File: src/rtl/mem_stage.sv
// rtl/mem_stage.sv - load/store memory stage with register-result bypass and bus timeout
//
// Parameter: TIMEOUT_CYCLES (1..255) - ACCESS cycles without iMemAck before the request is abandoned.
// Optional feature: define MEM_STAGE_MISALIGN_CHK_EN to reject misaligned H/HU/W accesses.
//
// Ports:
//   iClk, iRst                 clock, synchronous active-high reset
//   iValid, iRead, iWrite      ALU output valid, load request, store request
//   iOpType                    funct3 width/sign (000 B, 001 H, 010 W, 100 BU, 101 HU)
//   iAddr, iWrData, iRdAddr    byte address, store data, load destination register
//   iRegDv, iRegAddr, iRegData ALU register result passed through to writeback
//   oStall                     high while a memory access is outstanding
//   oMemReq/We/Addr/Be/Wdata   data-memory request, held stable through ACCESS
//   iMemAck, iMemRdata         request completion and read word
//   oWbDv, oWbAddr, oWbData    writeback pulse, register, data
//   oBusErr                    one-cycle pulse when a request times out
//   oMisalign                  one-cycle pulse on a rejected misaligned access (0 without the macro)
module mem_stage #(
  parameter int TIMEOUT_CYCLES = 16
) (
  input  logic        iClk,
  input  logic        iRst,
  input  logic        iValid,
  input  logic        iRead,
  input  logic        iWrite,
  input  logic [2:0]  iOpType,
  input  logic [31:0] iAddr,
  input  logic [31:0] iWrData,
  input  logic [4:0]  iRdAddr,
  input  logic        iRegDv,
  input  logic [4:0]  iRegAddr,
  input  logic [31:0] iRegData,
  output logic        oStall,
  output logic        oMemReq,
  output logic        oMemWe,
  output logic [31:0] oMemAddr,
  output logic [3:0]  oMemBe,
  output logic [31:0] oMemWdata,
  input  logic        iMemAck,
  input  logic [31:0] iMemRdata,
  output logic        oWbDv,
  output logic [4:0]  oWbAddr,
  output logic [31:0] oWbData,
  output logic        oBusErr,
  output logic        oMisalign
);

  localparam logic [7:0] TimeoutLim = 8'(TIMEOUT_CYCLES);

  typedef enum logic {IDLE = 1'b0, ACCESS = 1'b1} state_t;

  state_t      state, stateNext;
  logic [7:0]  cnt, cntNext;
  logic [2:0]  opReg, opNext;
  logic [1:0]  lowReg, lowNext;
  logic [4:0]  rdReg, rdNext;
  logic        memReqNext, memWeNext;
  logic [31:0] memAddrNext, memWdataNext;
  logic [3:0]  memBeNext;
  logic        wbDvNext, busErrNext, misalignNext;
  logic [4:0]  wbAddrNext;
  logic [31:0] wbDataNext;
  logic        misaligned;
  logic [7:0]  ldByte;
  logic [15:0] ldHalf;
  logic [31:0] loadData;

  assign oStall = (state == ACCESS);

`ifdef MEM_STAGE_MISALIGN_CHK_EN
  assign misaligned = ((iOpType[1:0] == 2'b01) && iAddr[0]) ||
                      ((iOpType[1:0] == 2'b10) && (iAddr[1:0] != 2'b00));
`else
  assign misaligned = 1'b0;
`endif

  // Lane extraction uses the address bits captured at request time.
  always_comb begin
    ldByte = iMemRdata[7:0];
    case (lowReg)
      2'd0: ldByte = iMemRdata[7:0];
      2'd1: ldByte = iMemRdata[15:8];
      2'd2: ldByte = iMemRdata[23:16];
      2'd3: ldByte = iMemRdata[31:24];
      default: ldByte = iMemRdata[7:0];
    endcase
    ldHalf = lowReg[1] ? iMemRdata[31:16] : iMemRdata[15:0];
    case (opReg)
      3'b000:  loadData = {{24{ldByte[7]}}, ldByte};
      3'b001:  loadData = {{16{ldHalf[15]}}, ldHalf};
      3'b100:  loadData = {24'd0, ldByte};
      3'b101:  loadData = {16'd0, ldHalf};
      default: loadData = iMemRdata;
    endcase
  end

  always_comb begin
    stateNext    = state;
    cntNext      = cnt;
    opNext       = opReg;
    lowNext      = lowReg;
    rdNext       = rdReg;
    memReqNext   = oMemReq;
    memWeNext    = oMemWe;
    memAddrNext  = oMemAddr;
    memBeNext    = oMemBe;
    memWdataNext = oMemWdata;
    wbDvNext     = 1'b0;
    wbAddrNext   = oWbAddr;
    wbDataNext   = oWbData;
    busErrNext   = 1'b0;
    misalignNext = 1'b0;
    case (state)
      IDLE: begin
        // A memory op takes priority over a same-cycle register result.
        if (iValid && (iRead || iWrite)) begin
          if (misaligned) begin
            misalignNext = 1'b1;
          end else begin
            stateNext    = ACCESS;
            cntNext      = 8'd0;
            opNext       = iOpType;
            lowNext      = iAddr[1:0];
            rdNext       = iRdAddr;
            memReqNext   = 1'b1;
            memWeNext    = iWrite;
            memAddrNext  = {iAddr[31:2], 2'b00};
            memBeNext    = 4'b1111;
            memWdataNext = 32'd0;
            if (iWrite) begin
              case (iOpType[1:0])
                2'b00: begin
                  memBeNext    = 4'b0001 << iAddr[1:0];
                  memWdataNext = {4{iWrData[7:0]}};
                end
                2'b01: begin
                  memBeNext    = iAddr[1] ? 4'b1100 : 4'b0011;
                  memWdataNext = {2{iWrData[15:0]}};
                end
                default: begin
                  memBeNext    = 4'b1111;
                  memWdataNext = iWrData;
                end
              endcase
            end
          end
        end else if (iValid && iRegDv) begin
          wbDvNext   = 1'b1;
          wbAddrNext = iRegAddr;
          wbDataNext = iRegData;
        end
      end
      ACCESS: begin
        // Ack is checked first so it wins over a same-cycle timeout.
        if (iMemAck || ((cnt + 8'd1) >= TimeoutLim)) begin
          stateNext    = IDLE;
          memReqNext   = 1'b0;
          memWeNext    = 1'b0;
          memAddrNext  = 32'd0;
          memBeNext    = 4'd0;
          memWdataNext = 32'd0;
          if (iMemAck) begin
            if (!oMemWe) begin
              wbDvNext   = (rdReg != 5'd0);
              wbAddrNext = rdReg;
              wbDataNext = loadData;
            end
          end else begin
            busErrNext = 1'b1;
          end
        end else begin
          cntNext = cnt + 8'd1;
        end
      end
      default: stateNext = IDLE;
    endcase
  end

  always_ff @(posedge iClk) begin
    if (iRst) begin
      state     <= IDLE;
      cnt       <= 8'd0;
      opReg     <= 3'd0;
      lowReg    <= 2'd0;
      rdReg     <= 5'd0;
      oMemReq   <= 1'b0;
      oMemWe    <= 1'b0;
      oMemAddr  <= 32'd0;
      oMemBe    <= 4'd0;
      oMemWdata <= 32'd0;
      oWbDv     <= 1'b0;
      oWbAddr   <= 5'd0;
      oWbData   <= 32'd0;
      oBusErr   <= 1'b0;
      oMisalign <= 1'b0;
    end else begin
      state     <= stateNext;
      cnt       <= cntNext;
      opReg     <= opNext;
      lowReg    <= lowNext;
      rdReg     <= rdNext;
      oMemReq   <= memReqNext;
      oMemWe    <= memWeNext;
      oMemAddr  <= memAddrNext;
      oMemBe    <= memBeNext;
      oMemWdata <= memWdataNext;
      oWbDv     <= wbDvNext;
      oWbAddr   <= wbAddrNext;
      oWbData   <= wbDataNext;
      oBusErr   <= busErrNext;
      oMisalign <= misalignNext;
    end
  end

endmodule

File: config.mk
export PLATFORM = sky130hd
export DESIGN_NAME = mem_stage
export DESIGN_NICKNAME = d
export VERILOG_FILES = /design/src/rtl/mem_stage.sv
export SDC_FILE = /design/constraint.sdc
export NUM_CORES = 1
export LEC_CHECK = 0
export ABC_AREA = 1
export BUFFER_PORTS_ARGS = -buffer_cell sky130_fd_sc_hd__buf_4
export CORE_MARGIN = 2
export CORE_UTILIZATION = 54
export CTS_BUF_LIST = sky130_fd_sc_hd__clkbuf_8
export CTS_CLUSTER_SIZE = 24
export DETAILED_ROUTE_END_ITERATION = 7
export PLACE_DENSITY = 0.9
export SYNTH_ARGS = -nofsm -noshare
export SYNTH_HDL_FRONTEND = slang
export SYNTH_SLANG_ARGS = --single-unit
File: constraint.sdc
create_clock -name iClk -period 5.2 [get_ports iClk]
set_clock_uncertainty 0.05 [all_clocks]
set_input_delay 1.04 -clock iClk [delete_from_list [all_inputs] [get_ports iClk]]
set_output_delay 1.04 -clock iClk [all_outputs]
set_load 0.005 [all_outputs]
# Yosys cells after proc, flatten, opt, wreduce, memory -nomap -nowiden
# Index checks and enable logic that the tools add are counted.
[op_classes]
addsub = 1
magnitude_cmp = 1
eq_ne = 14
shift = 1
mux = 46
bitwise = 2
reduce_logical = 13
[op_table]
columns = ["op", "count"]
rows = [
  ["32-bit 2-to-1 mux", 9],
  ["32-bit case mux with 2 select lines", 4],
  ["32-bit case mux with 4 select lines", 1],
  ["8-bit case mux with 4 select lines", 1],
  ["5-bit 2-to-1 mux", 5],
  ["16-bit 2-to-1 mux", 1],
  ["4-bit 2-to-1 mux", 4],
  ["8-bit 2-to-1 mux", 2],
  ["4-bit case mux with 2 select lines", 2],
  ["8-bit case mux with 2 select lines", 1],
  ["2-bit inequality test (second input constant)", 6],
  ["1-bit 2-to-1 mux", 11],
  ["5-bit case mux with 2 select lines", 1],
  ["8-bit by 1-bit adder with 8-bit output (second input constant)", 1],
  ["8-bit by 5-bit >= comparator with 1-bit output (second input constant)", 1],
  ["1-bit case mux with 2 select lines", 4],
  ["3-bit == test (second input constant)", 2],
  ["2-bit AND reduction", 3],
  ["5-bit AND reduction", 1],
  ["5-bit nonzero test", 1],
  ["2-bit by 1-bit == test with 1-bit output (second input constant)", 2],
  ["2-bit == test (second input constant)", 2],
  ["2-bit logical NOT", 2],
  ["1-bit by 2-bit << shifter with 4-bit output (first input constant)", 1],
  ["7 further kinds", 10],
]
[word_totals]
reg_bits = 128
inputBits = 148
out_inout_bits = 111
word_cells = 92

# Longest topological paths before layout
[depth]
depth_word = 7
ltp_mapped = 13
depth_no_buf = 13

# Least setup slack after synthesis
# No wires, ideal clock.
[synth_path]
path_kind = "input to register"
from = "input port iWrite"
to = "register lowReg[1]"
setup_ns = 0.070
arrival_time_ns = 2.038
required_time_ns = 5.080
setup_slack_ns = 3.042
cell_stages = 7
path_buffers = 2
path_cell_list = "nor2_1 inv_1 nand2_1 buf_2 buf_1 nand2_1 a21oi_1"
[synth_between]
elab_chain_cells = 3
[synth_rtl]
columns = ["element", "line", "rtl"]
rows = [
  ["start: declaration", "25", "input logic iWrite,"],
  ["1-bit logical OR", "116", "if (iValid && (iRead || iWrite)) begin"],
  ["1-bit logical AND", "116", ""],
  ["2-bit AND reduction (no source line)", "-", ""],
  ["end signal: assignment", "200", "lowReg <= lowNext;"],
  ["end: declaration", "55", "logic [1:0] lowReg, lowNext;"],
]
# Every way passes these cells.
# A chain may end at the register's enable or synchronous reset.

# Worst setup path in the final report
[layout_path]
from = "input port iWrite"
to = "register oMemWdata[27]"
[layout_between]
elab_chain_cells = 4
[layout_rtl]
columns = ["element", "line", "rtl"]
rows = [
  ["1-bit logical OR", "116", ""],
  ["1-bit logical AND", "116", ""],
  ["2-bit inequality test (no source line)", "-", ""],
  ["2-bit AND reduction (no source line)", "-", ""],
  ["end signal: assignment", "206", "oMemWdata <= memWdataNext;"],
  ["end: declaration", "38", "output logic [31:0] oMemWdata,"],
]
# Several ways; a longest one is shown, not always the timed one. The select of a mux whose other input is x is not followed.

==> out/metrics.cfg <==
[grt]
grt_pass1_wl_um = 31310
grt_pass1_vias = 6572
overflow = 0
grt-busiest-layer = met2
use_met2 = 0.5088
met3_usage = 0.1061
grt_max_degree = 91
grt_use_total = 0.3132
use_met1 = 0.3750
antenna_found_initial = 0

[synthesis]
synth.cell_area_um2 = 6171
syn_inst = 901
synth.distinct_cells = 34
ys_seq_area_frac = 0.4088
synth-seq-cells = 126
ys_warn_count = 0
syn_avg_cell_area_um2 = 6.849

[floorplanning]
std_cell_rows = 39
die_area_um2 = 12300
start_util = 0.5475
die_h_um = 110.9
io_pins = 259
core_area_um2 = 11270
die_width_um = 110.9

[clocking]
cts_resized = 0
clk_path_buf_depth = 2
clkTransAtPathRegs_ns = 0.07
ctsRootBufferMaster = clkbuf_8
htreeDepth = 4
cts.sinks = 126
postCtsHoldBufs = 0
cts_setup_buffers = 0
cts_made_buffers = 17
clock_latency_ns = 0.44
cts_tree = built

[status]
status = finished, final reports clean

[sta]
rsz0062_at_grt = false
period_share = 0.5060
fmax_ghz = 0.3800
hold_violations = 0
period_needed_ns = 2.631
relSlewSlack = 0.3509
holdWs_ns = 0.4142
setup-violations-final = 0
maxSlewViolCount = 0
tns_ns = 0
tightestPinTransition_ns = 0.9723

[setup_path]
path_max_fanout = 90
crit_path_start_kind = primary input
crit_path_frequent_cell = nand2_1
critPathKind = in -> reg
arrival_ns = 2.96
endpoint_kind = flop
crit_path_max_incr_delay_ns = 0.74
critPathRequiredTime_ns = 5.53
crit_buf_inv = 3
path_delay_family = buffers and inverters
crit_slowest_cell = buf_4
worstPathCellList = buf_4 -> nor2_1 -> inv_1 -> nand2_4 -> buf_4 -> nand2_1 -> nand2_1 -> nand2_1 -> nor2_1

[detailed_routing]
first_pass_iters = 8
routed_wl_um = 19700
via_count = 6964
drt-wirelength-per-cell_um = 15.49
first_iter_violations = 723
drc_errors = 0
viasPerCell = 5.475
ant_nets = 0

[final_layout]
area_growth_pct = 37.02
drive_gt1_frac = 0.3091
diodes = 0
final_common_cell = buf_4
layout.nets = 1265
layout_common_cells = 260 x buf_4, 175 x nand2_1, 126 x dfxtp_1

[placement]
port_buffers = 255
hpwl_um = 13430
place_congestion = 0.8932

[power]
p_per_area_nw_per_um2 = 298.0
vdd_drop_max_mv = 0.2184
p_leak_uw = 0.004062

[run]
max_cap_viol_count = 0

[min_path]
hp-class = reg -> reg

## cell usage after synthesis
| master | count | area share |
|---|---|---|
| nand2_1 | 176 | 0.11 |
| dfxtp_1 | 126 | 0.41 |
| a21oi_1 | 111 | 0.090 |
| nand3_1 | 100 | 0.081 |
| nor2_1 | 100 | 0.061 |
| o21ai_0 | 73 | 0.059 |
| inv_1 | 56 | 0.034 |
| clkbuf_1 | 40 | 0.024 |
| or2_2 | 17 | 0.017 |
| buf_2 | 13 | 0.011 |
| o211ai_1 | 13 | 0.016 |
| nand3_2 | 12 | 0.019 |
| a21oi_2 | 11 | 0.016 |
| buf_4 | 8 | 0.0097 |
| inv_2 | 8 | 0.0049 |
| nor2_2 | 5 | 0.0051 |
| nor3_1 | 5 | 0.0041 |
| nand3b_1 | 4 | 0.0049 |
| o22ai_1 | 4 | 0.0041 |
| a31oi_1 | 3 | 0.0030 |
| buf_1 | 3 | 0.0018 |
| buf_12 | 1 | 0.0032 |
| buf_8 | 1 | 0.0024 |
| clkinv_1 | 1 | 0.00061 |
| conb_1 | 1 | 0.00061 |
| ha_1 | 1 | 0.0020 |
| nand2_2 | 1 | 0.0010 |
| nand2_4 | 1 | 0.0018 |
| nand4_1 | 1 | 0.0010 |
| nor4_1 | 1 | 0.0010 |
| o21ai_1 | 1 | 0.00081 |
| o21bai_1 | 1 | 0.0012 |
| o31ai_1 | 1 | 0.0012 |
| xnor2_1 | 1 | 0.0014 |
## cells by family (layout without fill, tap and decap cells)
logic type	after synthesis	in the layout	synth area share
AO/OA/AOI/OAI	218	218	0.1910
buffers and inverters	131	357	0.09164
AND/OR/NAND/NOR	423	423	0.3045
flip-flops	126	126	0.4088
adder cells (fa/ha/maj)	1	1	0.002027
other	1	3	0.0006077
XOR/XNOR	1	1	0.001420
## final timing paths
kind                                            start  slack, ns                         end  depth (start not counted)
worst min register to register    cnt[7]$_SDFFE_PP0P_       0.41         cnt[7]$_SDFFE_PP0P_                          2
worst max register to register  opReg[1]$_SDFFE_PP0P_       2.61    oWbData[26]$_SDFFE_PP0P_                          7
worst min-delay path              cnt[7]$_SDFFE_PP0P_       0.41         cnt[7]$_SDFFE_PP0P_                          2
worst max-delay path                           iWrite       2.57  oMemWdata[27]$_SDFFE_PP0P_                          9
## worst register-to-register path: cells and delay by family (launching register included)
kind | cells | cell delay, ns
flip-flops | 1 | 0.96
AND/OR/NAND/NOR | 5 | 0.99
AO/OA/AOI/OAI | 1 | 0.06
buffers and inverters | 1 | 0.40
## sequential cells by signal, indices dropped and copies added, names as in the netlist, 2 cells and up
name       cells
rdReg          5
oWbAddr        5
oWbData       32
lowReg         2
oMemBe         4
oMemAddr      30
opReg          3
oMemWdata     32
cnt            8
## per-stage QoR
stage / std cells / setup WS, ns / power (uW) / cell area [um2] / utilization
global placement: 1240 / 2.194 / 1568 / 8009 / 0.7105
floorplan: 903 / 3.042 / 1344 / 6178 / -
global route: 1272 / 2.315 / 2632 / 8456 / 0.7501
CTS: 1272 / 2.639 / 2524 / 8456 / 0.7501
detailed placement: 1240 / 2.178 / 1576 / 8009 / 0.7105
finish: 1272 / 2.569 / 2520 / 8456 / 0.7501
## final cells by class
type | instances | area, um2
timing repair buffer | 260 | 1952
multi-input combinational | 646 | 3112
clock buffer | 19 | 261.5
tap | 143 | 178.9
clock inverter | 13 | 185.2
sequential | 126 | 2522
inverter | 65 | 244.0
fill | 900 | 2816
## layer usage
| layer | part of all wire | vias up |
|---|---|---|
| li1 | - | 3393 |
| met1 | 0.39 | 3099 |
| met2 | 0.47 | 412 |
| met3 | 0.11 | 60 |
| met4 | 0.034 | 0 |
| met5 | 0 | - |
## power by group
part	internal (uW)	leakage (uW)	total [uW]	switching, uW
logic	229	0.00281	489	261
clock network	550	0.000223	957	406
registers	1030	0.00103	1070	46.3
total	1810	0.00406	2520	713
Power figures use the tool's default switching activity.
